**config.mk**
```make
export PLATFORM = sky130hd
export DESIGN_NAME = id_ex_hazard_reg
export DESIGN_NICKNAME = d
export VERILOG_FILES = /design/src/rtl/id_ex_hazard_reg.sv
export SDC_FILE = /design/constraint.sdc
export NUM_CORES = 1
export LEC_CHECK = 0
export CELL_PAD_IN_SITES_DETAIL_PLACEMENT = 2
export CELL_PAD_IN_SITES_GLOBAL_PLACEMENT = 2
export CORE_MARGIN = 2
export CORE_UTILIZATION = 22
export DETAILED_ROUTE_END_ITERATION = 10
export GPL_ROUTABILITY_DRIVEN = 1
export PLACE_DENSITY = 0.92
export SETUP_SLACK_MARGIN = 0.3
export SLEW_MARGIN = 20
export SYNTH_ARGS = -nofsm -noshare
export SYNTH_HDL_FRONTEND = slang
export SYNTH_SLANG_ARGS = --single-unit
```
**constraint.sdc**
```tcl
create_clock -name clk -period 4.25 [get_ports clk]
set_input_delay 0.6375 -clock clk [delete_from_list [all_inputs] [get_ports clk]]
set_output_delay 0.6375 -clock clk [all_outputs]
set_load 0.05 [all_outputs]
```
**src/rtl/id_ex_hazard_reg.sv**
```systemverilog
// ID/EX pipeline register with load-use hazard detection, bubble insertion on
// stall or branch flush, and a saturating stall-cycle counter.
module id_ex_hazard_reg #(
    parameter int DW = 32,
    parameter int RW = 5,
    parameter int CW = 16
) (
    input  logic          clk,
    input  logic          rst,
    input  logic          id_valid,
    input  logic          id_regds,
    input  logic          id_branch,
    input  logic          id_mread,
    input  logic          id_mtor,
    input  logic          id_mwrite,
    input  logic          id_alusrc,
    input  logic          id_urw,
    input  logic [2:0]    id_aop,
    input  logic [DW-1:0] id_pc4,
    input  logic [DW-1:0] id_rd1,
    input  logic [DW-1:0] id_rd2,
    input  logic [DW-1:0] id_imm,
    input  logic [RW-1:0] id_rs,
    input  logic [RW-1:0] id_rt,
    input  logic [RW-1:0] id_rd,
    input  logic          flush,
    output logic          ex_valid,
    output logic          ex_regds,
    output logic          ex_branch,
    output logic          ex_mread,
    output logic          ex_mtor,
    output logic          ex_mwrite,
    output logic          ex_alusrc,
    output logic          ex_urw,
    output logic [2:0]    ex_aop,
    output logic [DW-1:0] ex_pc4,
    output logic [DW-1:0] ex_rd1,
    output logic [DW-1:0] ex_rd2,
    output logic [DW-1:0] ex_imm,
    output logic [RW-1:0] ex_rs,
    output logic [RW-1:0] ex_rt,
    output logic [RW-1:0] ex_rd,
    output logic          stall,
    output logic [CW-1:0] stall_cnt
);

    localparam int NC = 10;
    localparam logic [CW-1:0] CNT_MAX = {CW{1'b1}};

    logic [NC-1:0] ctrl_in;
    logic [NC-1:0] ctrl_next;
    logic [NC-1:0] ctrl_reg;
    logic          load_ctrl;
    logic          valid_next;
    logic          valid_reg;
    logic          hazard;
    logic [CW-1:0] stall_cnt_reg;

    assign ctrl_in = {id_aop, id_urw, id_mtor, id_mwrite, id_mread,
                      id_branch, id_alusrc, id_regds};

    // Load-use: the load in EX writes rt, which the decode instruction reads.
    assign hazard = valid_reg & ctrl_reg[3] & (ex_rt != '0) & id_valid
                  & ((ex_rt == id_rs) | (ex_rt == id_rt));
    assign stall  = hazard & ~flush;

    // Mux rather than AND so undefined-opcode X controls never reach EX.
    assign load_ctrl  = id_valid & ~flush & ~stall;
    assign valid_next = load_ctrl ? 1'b1 : 1'b0;

    generate
        for (genvar gi = 0; gi < NC; gi++) begin : g_ctrl
            assign ctrl_next[gi] = load_ctrl ? ctrl_in[gi] : 1'b0;
        end
    endgenerate

    always_ff @(posedge clk) begin
        if (rst) begin
            valid_reg     <= 1'b0;
            ctrl_reg      <= '0;
            ex_pc4        <= '0;
            ex_rd1        <= '0;
            ex_rd2        <= '0;
            ex_imm        <= '0;
            ex_rs         <= '0;
            ex_rt         <= '0;
            ex_rd         <= '0;
            stall_cnt_reg <= '0;
        end else begin
            valid_reg <= valid_next;
            ctrl_reg  <= ctrl_next;
            // Data and indices are don't-care in a bubble, so always track ID.
            ex_pc4    <= id_pc4;
            ex_rd1    <= id_rd1;
            ex_rd2    <= id_rd2;
            ex_imm    <= id_imm;
            ex_rs     <= id_rs;
            ex_rt     <= id_rt;
            ex_rd     <= id_rd;
            if (stall && (stall_cnt_reg != CNT_MAX))
                stall_cnt_reg <= stall_cnt_reg + 1'b1;
        end
    end

    assign ex_valid  = valid_reg;
    assign ex_regds  = ctrl_reg[0];
    assign ex_alusrc = ctrl_reg[1];
    assign ex_branch = ctrl_reg[2];
    assign ex_mread  = ctrl_reg[3];
    assign ex_mwrite = ctrl_reg[4];
    assign ex_mtor   = ctrl_reg[5];
    assign ex_urw    = ctrl_reg[6];
    assign ex_aop    = ctrl_reg[9:7];
    assign stall_cnt = stall_cnt_reg;

endmodule

```
==> flow_metrics.env, run 1 <==
export IMPL_ys_seq_elements=170
export IMPL_synth_top_flop_cell="sky130_fd_sc_hd__dfxtp_1"
export IMPL_hold_viol=0
export IMPL_post_place_ws_ns=0.967
export IMPL_ys_seq_area_share_pct=65.9
export IMPL_grt_use_met2_pct=28.3
export IMPL_grt_total_usage_pct=15.7
export IMPL_synthesis_yosys_warnings=0
export IMPL_ir_worst_vdd_mv=0.221
export IMPL_final_cells=1104
export IMPL_startpoint_types="input port"
export IMPL_initial_drc_count=163
export IMPL_tritoncts_num_sinks=170
export IMPL_synthTopCellsByArea="sky130_fd_sc_hd__dfxtp_1 (66%), sky130_fd_sc_hd__nor2b_1 (18%), sky130_fd_sc_hd__xor2_1 (1.7%)"
export IMPL_synth_async_reset_ratio_pct=0
export IMPL_post_drt_via_cell_ratio=4.03
export IMPL_wl_per_cell_um=17.8
export IMPL_synthTopCellsByCount="sky130_fd_sc_hd__dfxtp_1 (170), sky130_fd_sc_hd__nor2b_1 (146), sky130_fd_sc_hd__clkbuf_1 (19), sky130_fd_sc_hd__a21oi_1 (13), sky130_fd_sc_hd__and2_1 (11)"
export IMPL_cap_violations=0
export IMPL_total_switching_power_mw=1.14
export IMPL_grt_max_degree=110
export IMPL_relSlewSlack_pct=55.7
export IMPL_grt_first_pass_wirelength_mm=28.9
export IMPL_routed_via_count=4453
export IMPL_path_max_fanout=2
export IMPL_root_buf_cell="sky130_fd_sc_hd__clkbuf_16"
export IMPL_gp_congestion=0.727
export IMPL_mappedNetlistArea_um2=5160
export IMPL_filler_cell_count_in_the_final_layout=2481
export IMPL_detail_route_first_pass_iterations=4
export IMPL_report_final_slew_viol_count=0
export IMPL_totalNegativeSetupSlack_ns=0
export IMPL_total_leakage_power_nw=3.45
export IMPL_post_route_min_period_ns=3.25
export IMPL_cts_hold_buf=0
export IMPL_start_util_pct=22.2
export IMPL_worst_ep_arrival_time_ns=2.61
export IMPL_yosys_area_top_type="sky130_fd_sc_hd__dfxtp_1"
export IMPL_path_clk_slew_ns=0.07
export IMPL_tritoncts_clock_tree="built"
export IMPL_cts_max_path_buffers=2
export IMPL_fin_ws_ns=1.00
export IMPL_clk_insertion_delay_late_ns=0.42
export IMPL_antenna_violating_nets_post_route=0
export IMPL_std_cell_rows=56
export IMPL_layout_drive_gt1_share_pct=5.48
export IMPL_post_route_drc_count=0
export IMPL_portBuffers=327
export IMPL_syn_num_nets=605
export IMPL_multi_input_logic_area_um2=1630
export IMPL_cts_buffers=17
export IMPL_syn_instance_count=447
export IMPL_antenna_found_initial=1
export IMPL_power_share_combinational_pct=17.1
export IMPL_outcome="finished clean"
export IMPL_fin_nets=929
export IMPL_layout_overhead_on_the_synthesized_area_pct=80.5
export IMPL_areal_power_density_over_the_cells_nw_per_um2=418
export IMPL_fmax_mhz=308
export IMPL_layout_core_utilization_pct=40.0
export IMPL_post_cts_resized=0
export IMPL_critPathCaptureType="primary output"
export IMPL_globalRoute_busiestLayer="met2"
export IMPL_setup_cp_type="in -> out"
export IMPL_power_share_switching_pct=29.1
export IMPL_die_x_um=157
export IMPL_tightestPinTransition_ns=0.663
export IMPL_required_ns=3.61
export IMPL_grtUsageMet3_pct=7.79
export IMPL_timing_reg2reg_setup_slack_ns=2.20
export IMPL_setup_violating_endpoint_count_in_the_final_report=0
export IMPL_die_height_um=157
export IMPL_timing_final_crit_share_pct=76.4
export IMPL_netlist_cell_types=35
export IMPL_hold_class="reg -> reg"
export IMPL_num_io_pins=328
export IMPL_seqCellArea_um2=3400
export IMPL_fp_coreArea_um2=23300
export IMPL_dp_hpwl_mm=15.4
export IMPL_synth_most_common_cell="sky130_fd_sc_hd__dfxtp_1"
export IMPL_placedCellCount=1071
export IMPL_finClkSkew_ns=0.00807
export IMPL_post_cts_setup_buffers=0
export IMPL_die_area_um2=24700
export IMPL_share_clk_of_total_power_pct=39.4
export IMPL_overflow=0
export IMPL_synthesis_area_per_instance_um2=11.5
export IMPL_finalPower_mw=3.90
export IMPL_power_share_sequential_pct=43.5
export IMPL_synth_top_area_share_pct=65.9
export IMPL_first_global_vias=5019
export IMPL_groute_layer_met1_usage_pct=15.8
export IMPL_synth_edf_count=0
export IMPL_grt_setup_unrepaired="false"
export IMPL_cts_max_level=4
export IMPL_postRouteWirelength_mm=19.7
export IMPL_intPower_mw=2.76
==> logic make-up after synthesis <==
| logic type | Yosys count | share of synthesized area, % |
|---|---|---|
| buffers and inverters | 26 | 2.45 |
| DFF | 170 | 65.9 |
| AOI/OAI and AO/OA | 30 | 3.81 |
| and+or+nand+nor | 207 | 25.1 |
| adders and majority gates | 1 | 0.242 |
| xor gates and xnor gates | 10 | 1.70 |
| muxes | 3 | 0.776 |
==> power by group through the flow <==
stage / Clock, mW / Combinational (mW) / Sequential, mW
after detailed placement: 0 / 0.675 / 1.73
after floorplan: 0 / 0.0805 / 1.99
final: 1.54 / 0.666 / 1.69
after CTS: 1.59 / 0.677 / 1.70
after global placement: 0 / 0.660 / 1.73
after global routing: 1.67 / 0.699 / 1.70
==> cell type report <==
cell class / instances / share of cell area, %
Sequential cell: 170 / 36.5
Clock inverter: 13 / 1.30
Antenna cell: 1 / 0.0269
Timing Repair Buffer: 329 / 35.4
Clock buffer: 19 / 4.86
Tap cell: 319 / 4.28
Inverter: 2 / 0.0806
Multi-Input combinational cell: 251 / 17.5
==> path summary, 6_finish.rpt <==
kind / startpoint / end / depth (start not counted)
max reg2reg: ex_rt[1] / stall_cnt[0] / 5
min: stall_cnt[1] / stall_cnt[1] / 2
max: id_rs[4] / stall / 6
min reg2reg: stall_cnt[1] / stall_cnt[1] / 2
==> routing by layer <==
metal | vias to the layer above | share of wire [%]
met5 | - | 0
met1 | 2105 | 36
met2 | 230 | 51
met4 | 0 | 2.1
met3 | 24 | 10
li1 | 2094 | -
==> placed cells by master, fill, tap and decap left out, types with 4 or more instances in the layout <==
cell / n
sky130_fd_sc_hd__nand3_1: 8
sky130_fd_sc_hd__or3_1: 4
sky130_fd_sc_hd__dfxtp_1: 170
sky130_fd_sc_hd__and2_1: 11
sky130_fd_sc_hd__clkdlybuf4s50_1: 326
sky130_fd_sc_hd__a21oi_1: 13
sky130_fd_sc_hd__xor2_1: 10
sky130_fd_sc_hd__clkbuf_16: 17
sky130_fd_sc_hd__or4_1: 9
sky130_fd_sc_hd__nand2_1: 4
sky130_fd_sc_hd__nand4_1: 6
sky130_fd_sc_hd__o31ai_1: 8
sky130_fd_sc_hd__nor2_1: 8
sky130_fd_sc_hd__inv_6: 6
sky130_fd_sc_hd__nor2b_1: 146
sky130_fd_sc_hd__inv_8: 4
==> critical path, stage by stage <==
cell	delay, ns
sky130_fd_sc_hd__clkdlybuf4s50_1	0.53
sky130_fd_sc_hd__xor2_1	0.20
sky130_fd_sc_hd__nor3_1	0.15
sky130_fd_sc_hd__a22oi_1	0.14
sky130_fd_sc_hd__nor2_1	0.13
sky130_fd_sc_hd__clkdlybuf4s50_1	0.83
==> stage by stage <==
step | cell area [um2] | hold WS (ns)
final | 9320 | 0.505
after global routing | 9320 | 0.553
after CTS | 9310 | 0.511
after detailed placement | 8740 | 0.499
after global placement | 8740 | 0.482
after floorplan | 5160 | 0.694
(Power assumes the default switching activity.)
==> run 2, diff against run 1 <==
CORE_UTILIZATION = 20   (was 22)
PLACE_DENSITY = 0.86   (was 0.92)
clock period = 3 ns   (was 4.25 ns; I/O delays follow)
==> run 2 against run 1 <==
Compared with the run above: non-clock buffer count up 2; register-to-register slack worse by 1.2 ns; sequential cell count is the same; global-route usage is 1.3 points lower; die area up 9.7%; clock skew about the same; combinational power rose by 42%; routed wire length hardly changed; core utilization fell by 2.8 points; sequential power increased by 42%; hold slack lost 0.11 ns; final cell count increased by 1.3%; largest cell class unchanged; largest power group unchanged; highest routed layer unchanged.
==> flow_metrics.env, run 2 (same netlist as run 1, synthesis figures left out) <==
export IMPL_root_buf_cell="sky130_fd_sc_hd__clkbuf_16"
export IMPL_gp_congestion=0.734
export IMPL_series_of_cell_instances_along_the_critical_path="or4_1, o2111ai_1, nor2_1, buf_12"
export IMPL_worst_ep_arrival_time_ns=2.09
export IMPL_ir_worst_vdd_mv=0.358
export IMPL_die_area_um2=27100
export IMPL_grt_setup_unrepaired="false"
export IMPL_std_cell_rows=58
export IMPL_relSlewSlack_pct=58.4
export IMPL_die_height_um=165
export IMPL_grt_max_degree=86
export IMPL_post_drt_via_cell_ratio=3.97
export IMPL_cts_hold_buf=0
export IMPL_fin_nets=931
export IMPL_clk_insertion_delay_late_ns=0.42
export IMPL_critPathCaptureType="primary output"
export IMPL_timing_final_crit_share_pct=84.7
export IMPL_tritoncts_clock_tree="built"
export IMPL_routed_via_count=4436
export IMPL_grt_total_usage_pct=14.4
export IMPL_worstPathBufferInverterCount=1
export IMPL_placedCellCount=1084
export IMPL_layout_overhead_on_the_synthesized_area_pct=82.1
export IMPL_first_global_vias=4998
export IMPL_layout_common_cells="sky130_fd_sc_hd__clkdlybuf4s50_1 (325), sky130_fd_sc_hd__dfxtp_1 (170), sky130_fd_sc_hd__nor2b_1 (146)"
export IMPL_tritoncts_num_sinks=170
export IMPL_setup_cp_type="reg -> out"
export IMPL_seqCellArea_um2=3400
export IMPL_post_route_min_period_ns=2.54
export IMPL_setup_violating_endpoint_count_in_the_final_report=0
export IMPL_portBuffers=327
export IMPL_areal_power_density_over_the_cells_nw_per_um2=599
export IMPL_hp_start="rst"
export IMPL_cts_max_level=4
export IMPL_tightestPinTransition_ns=0.623
export IMPL_dp_hpwl_mm=15.5
export IMPL_cap_violations=0
export IMPL_totalNegativeSetupSlack_ns=0
export IMPL_globalRoute_busiestLayer="met2"
export IMPL_worst_hold_slack_ns=0.398
export IMPL_post_cts_setup_buffers=0
export IMPL_grt_first_pass_wirelength_mm=28.8
export IMPL_report_final_slew_viol_count=0
export IMPL_fin_ws_ns=0.458
export IMPL_required_ns=2.55
export IMPL_num_io_pins=328
export IMPL_final_cells=1118
export IMPL_cts_buffers=17
export IMPL_fmax_mhz=393
export IMPL_detail_route_first_pass_iterations=4
export IMPL_cts_max_path_buffers=2
export IMPL_grt_use_met2_pct=26.5
export IMPL_layout_drive_gt1_share_pct=5.85
export IMPL_post_cts_resized=0
export IMPL_outcome="finished clean"
export IMPL_start_util_pct=20.4
export IMPL_path_delay_family="simple AND/OR/NAND/NOR gates"
export IMPL_path_clk_slew_ns=0.08
export IMPL_critical_path_max_stage_delay_ns=0.60
export IMPL_hold_viol=0
export IMPL_fp_coreArea_um2=25300
export IMPL_antenna_violating_nets_post_route=0
export IMPL_multi_input_logic_area_um2=1630
export IMPL_worstSetupStartpoint="ex_rt[1]"
export IMPL_layout_commonest_cell="sky130_fd_sc_hd__clkdlybuf4s50_1"
export IMPL_filler_cell_count_in_the_final_layout=2663
export IMPL_antenna_found_initial=1
export IMPL_postRouteWirelength_mm=19.7
export IMPL_initial_drc_count=127
export IMPL_post_route_drc_count=0
export IMPL_wl_per_cell_um=17.6
export IMPL_groute_layer_met1_usage_pct=14.1
export IMPL_layout_core_utilization_pct=37.2
export IMPL_critical_path_slowest_cell="sky130_fd_sc_hd__or4_1"
export IMPL_die_x_um=165
export IMPL_total_leakage_power_nw=3.48
export IMPL_overflow=0
export IMPL_startpoint_types="flip-flop"
export IMPL_post_place_ws_ns=0.453
export IMPL_finClkSkew_ns=0.00801
export IMPL_path_max_fanout=4
export IMPL_grtUsageMet3_pct=7.31
export IMPL_launching_point_of_the_worst_reg2reg_path="ex_rt[1]"
export IMPL_hold_class="in -> reg"
-- run 2: cell types whose count changed in the layout (fill, tap and decap cells not counted), sizes merged --
| cell | previous run | this run |
|---|---|---|
| clkinv | 1 | 4 |
| clkdlybuf4s50 | 326 | 325 |
| inv | 12 | 9 |
| bufinv | 0 | 1 |
| diode | 1 | 2 |
| clkbuf | 19 | 18 |
| buf | 3 | 6 |
-- run 2: path summary, 6_finish.rpt --
check	to	slack, ns	depth (start not counted)
setup / recovery	stall	0.46	4
hold / removal	ex_pc4[14]	0.40	2
setup reg to reg	stall_cnt[6]	0.97	5
hold reg to reg	stall_cnt[1]	0.51	2
-- run 2: stage by stage --
step,power [mW],area [um2]
2_1_floorplan,2.94,5160
3_3_place_gp,3.39,8780
3_5_place_dp,3.41,8780
4_1_cts,5.73,9390
5_1_grt,5.87,9390
6_report,5.62,9400
-- run 2: where the power goes --
group | total (mW) | leakage [nW] | internal (mW) | switching (mW)
Combinational | 0.946 | 1.77 | 0.406 | 0.540
Clock | 2.28 | 0.294 | 1.22 | 1.06
Sequential | 2.40 | 1.41 | 2.36 | 0.0355
-- run 2: routing by layer --
metal	vias up	share of wire (%)
met5	-	0
met4	0	1.4
met3	15	11
met2	218	52
met1	2107	35
li1	2096	-
-- run 2: final cells by class --
cell class,instances,share of cell area [%]
antenna,2,0.0533
clock inverter,14,1.85
clock buffer,18,4.67
inverter,2,0.0799
tap,330,4.39
sequential,170,36.2
timing repair buffer,331,35.4
multi-input combinational,251,17.4
==> run 3, diff against run 2 <==
CORE_UTILIZATION = 18   (was 20)
PLACE_DENSITY = 0.82   (was 0.86)
clock period = 2.15 ns   (was 3 ns; I/O delays follow)
==> run 3 against run 2 <==
Compared with the run above: the flow now finishes with violations (setup timing); power rose by 40%; design area rose by 4.4%; critical path depth rose by 1; critical endpoint unchanged; register-to-register slack got worse by 0.81 ns; largest power group unchanged; sequential cell count did not move.
==> flow_metrics.env, run 3 (same netlist as run 1, synthesis figures left out) <==
export IMPL_critical_path_max_stage_delay_ns=0.57
export IMPL_required_ns=1.83
export IMPL_layout_commonest_cell="sky130_fd_sc_hd__dlygate4sd2_1"
export IMPL_finalPower_mw=7.87
export IMPL_hold_viol=0
export IMPL_dp_hpwl_mm=15.4
export IMPL_cts_buffers=17
export IMPL_cap_violations=0
export IMPL_timing_final_crit_share_pct=102
export IMPL_path_clk_slew_ns=0.08
export IMPL_path_delay_family="simple AND/OR/NAND/NOR gates"
export IMPL_first_global_vias=5113
export IMPL_post_dp_cell_area_um2=9050
export IMPL_clk_insertion_delay_late_ns=0.43
export IMPL_die_height_um=173
export IMPL_wl_per_cell_um=17.0
export IMPL_post_route_drc_count=0
export IMPL_final_cells=1193
export IMPL_report_final_slew_viol_count=0
export IMPL_worstPathBufferInverterCount=2
export IMPL_layout_common_cells="sky130_fd_sc_hd__dlygate4sd2_1 (169), sky130_fd_sc_hd__clkdlybuf4s50_1 (155), sky130_fd_sc_hd__dfxtp_1 (149)"
export IMPL_grt_max_degree=43
export IMPL_placedCellCount=1147
export IMPL_finClkSkew_ns=0.0137
export IMPL_fp_coreArea_um2=28000
export IMPL_total_leakage_power_nw=4.29
export IMPL_cts_hold_buf=0
export IMPL_series_of_cell_instances_along_the_critical_path="or4_4, o2111ai_4, buf_6, nor2_4, buf_12"
export IMPL_post_place_ws_ns=-0.138
export IMPL_relSlewSlack_pct=61.4
export IMPL_worst_hold_slack_ns=0.293
export IMPL_tightestPinTransition_ns=0.581
export IMPL_totalNegativeSetupSlack_ns=-0.0511
export IMPL_fin_area_um2=9810
export IMPL_root_buf_cell="sky130_fd_sc_hd__clkbuf_16"
export IMPL_tritoncts_clock_tree="built"
export IMPL_worst_ep_arrival_time_ns=1.88
export IMPL_diodes=0
export IMPL_failed_checks="setup timing"
export IMPL_grt_total_usage_pct=13.2
export IMPL_areal_power_density_over_the_cells_nw_per_um2=802
export IMPL_layout_drive_gt1_share_pct=16.0
export IMPL_detail_route_first_pass_iterations=4
export IMPL_post_route_min_period_ns=2.20
export IMPL_critical_path_slowest_cell="sky130_fd_sc_hd__or4_4"
export IMPL_postRouteWirelength_mm=20.3
export IMPL_hold_class="in -> reg"
export IMPL_setup_cp_type="reg -> out"
export IMPL_layout_core_utilization_pct=35.0
export IMPL_start_util_pct=18.4
export IMPL_tritoncts_num_sinks=170
export IMPL_std_cell_rows=61
export IMPL_critPathCaptureType="primary output"
export IMPL_fin_ws_ns=-0.0511
export IMPL_antenna_found_initial=0
export IMPL_layout_overhead_on_the_synthesized_area_pct=90.2
export IMPL_outcome="finished, violations left"
export IMPL_portBuffers=327
export IMPL_initial_drc_count=75
export IMPL_die_x_um=173
export IMPL_ir_worst_vdd_mv=0.440
export IMPL_fmax_mhz=454
export IMPL_startpoint_types="flip-flop"
export IMPL_routed_via_count=4598
export IMPL_fin_nets=961
export IMPL_grt_first_pass_wirelength_mm=30.6
export IMPL_post_drt_via_cell_ratio=3.85
export IMPL_die_area_um2=30000
export IMPL_cts_max_level=4
export IMPL_cts_max_path_buffers=2
export IMPL_path_max_fanout=3
export IMPL_num_io_pins=328
export IMPL_overflow=0
export IMPL_gp_congestion=0.727
export IMPL_setup_violating_endpoint_count_in_the_final_report=1
export IMPL_grt_setup_unrepaired="true"
export IMPL_antenna_violating_nets_post_route=0
-- run 3: worst paths after layout --
| path | cells after the start | startpoint | slack, ns | end |
|---|---|---|---|---|
| max | 5 | ex_rt[1] | -0.05 | stall |
| min | 2 | rst | 0.29 | stall_cnt[12] |
| max reg2reg | 8 | ex_rt[2] | 0.16 | stall_cnt[5] |
| min reg2reg | 2 | stall_cnt[9] | 0.50 | stall_cnt[9] |
-- run 3: what timing repair did --
action | in CTS | in global routing
hold endpoints to repair | 0 | 0
buffers inserted | 3 | 7
resized for setup | 185 | 32
endpoints found under the setup margin | 185 | 27
pin swaps | 9 | 19
cloned | 3 | 2
-- run 3: layer usage --
metal / track usage [%] / wire length, um
met5: 0 / 0
met4: 3.32 / 173
met3: 6.36 / 2080
met2: 24.1 / 10700
met1: 13.6 / 7410
-- run 3: where the power goes --
| group | internal, mW | total, mW | switching, mW |
|---|---|---|---|
| Combinational | 0.518 | 1.29 | 0.777 |
| Sequential | 3.28 | 3.33 | 0.0433 |
| Clock | 1.82 | 3.25 | 1.43 |
-- run 3: cell type report --
cell class                      count  area [um2]
Fill cell                        3025       18200
Sequential cell                   170        3460
Timing Repair Buffer              358        3420
Multi-Input combinational cell    254        1850
Tap cell                          378         473
Clock buffer                       19         453
Clock inverter                     12         155
Inverter                            2        7.51
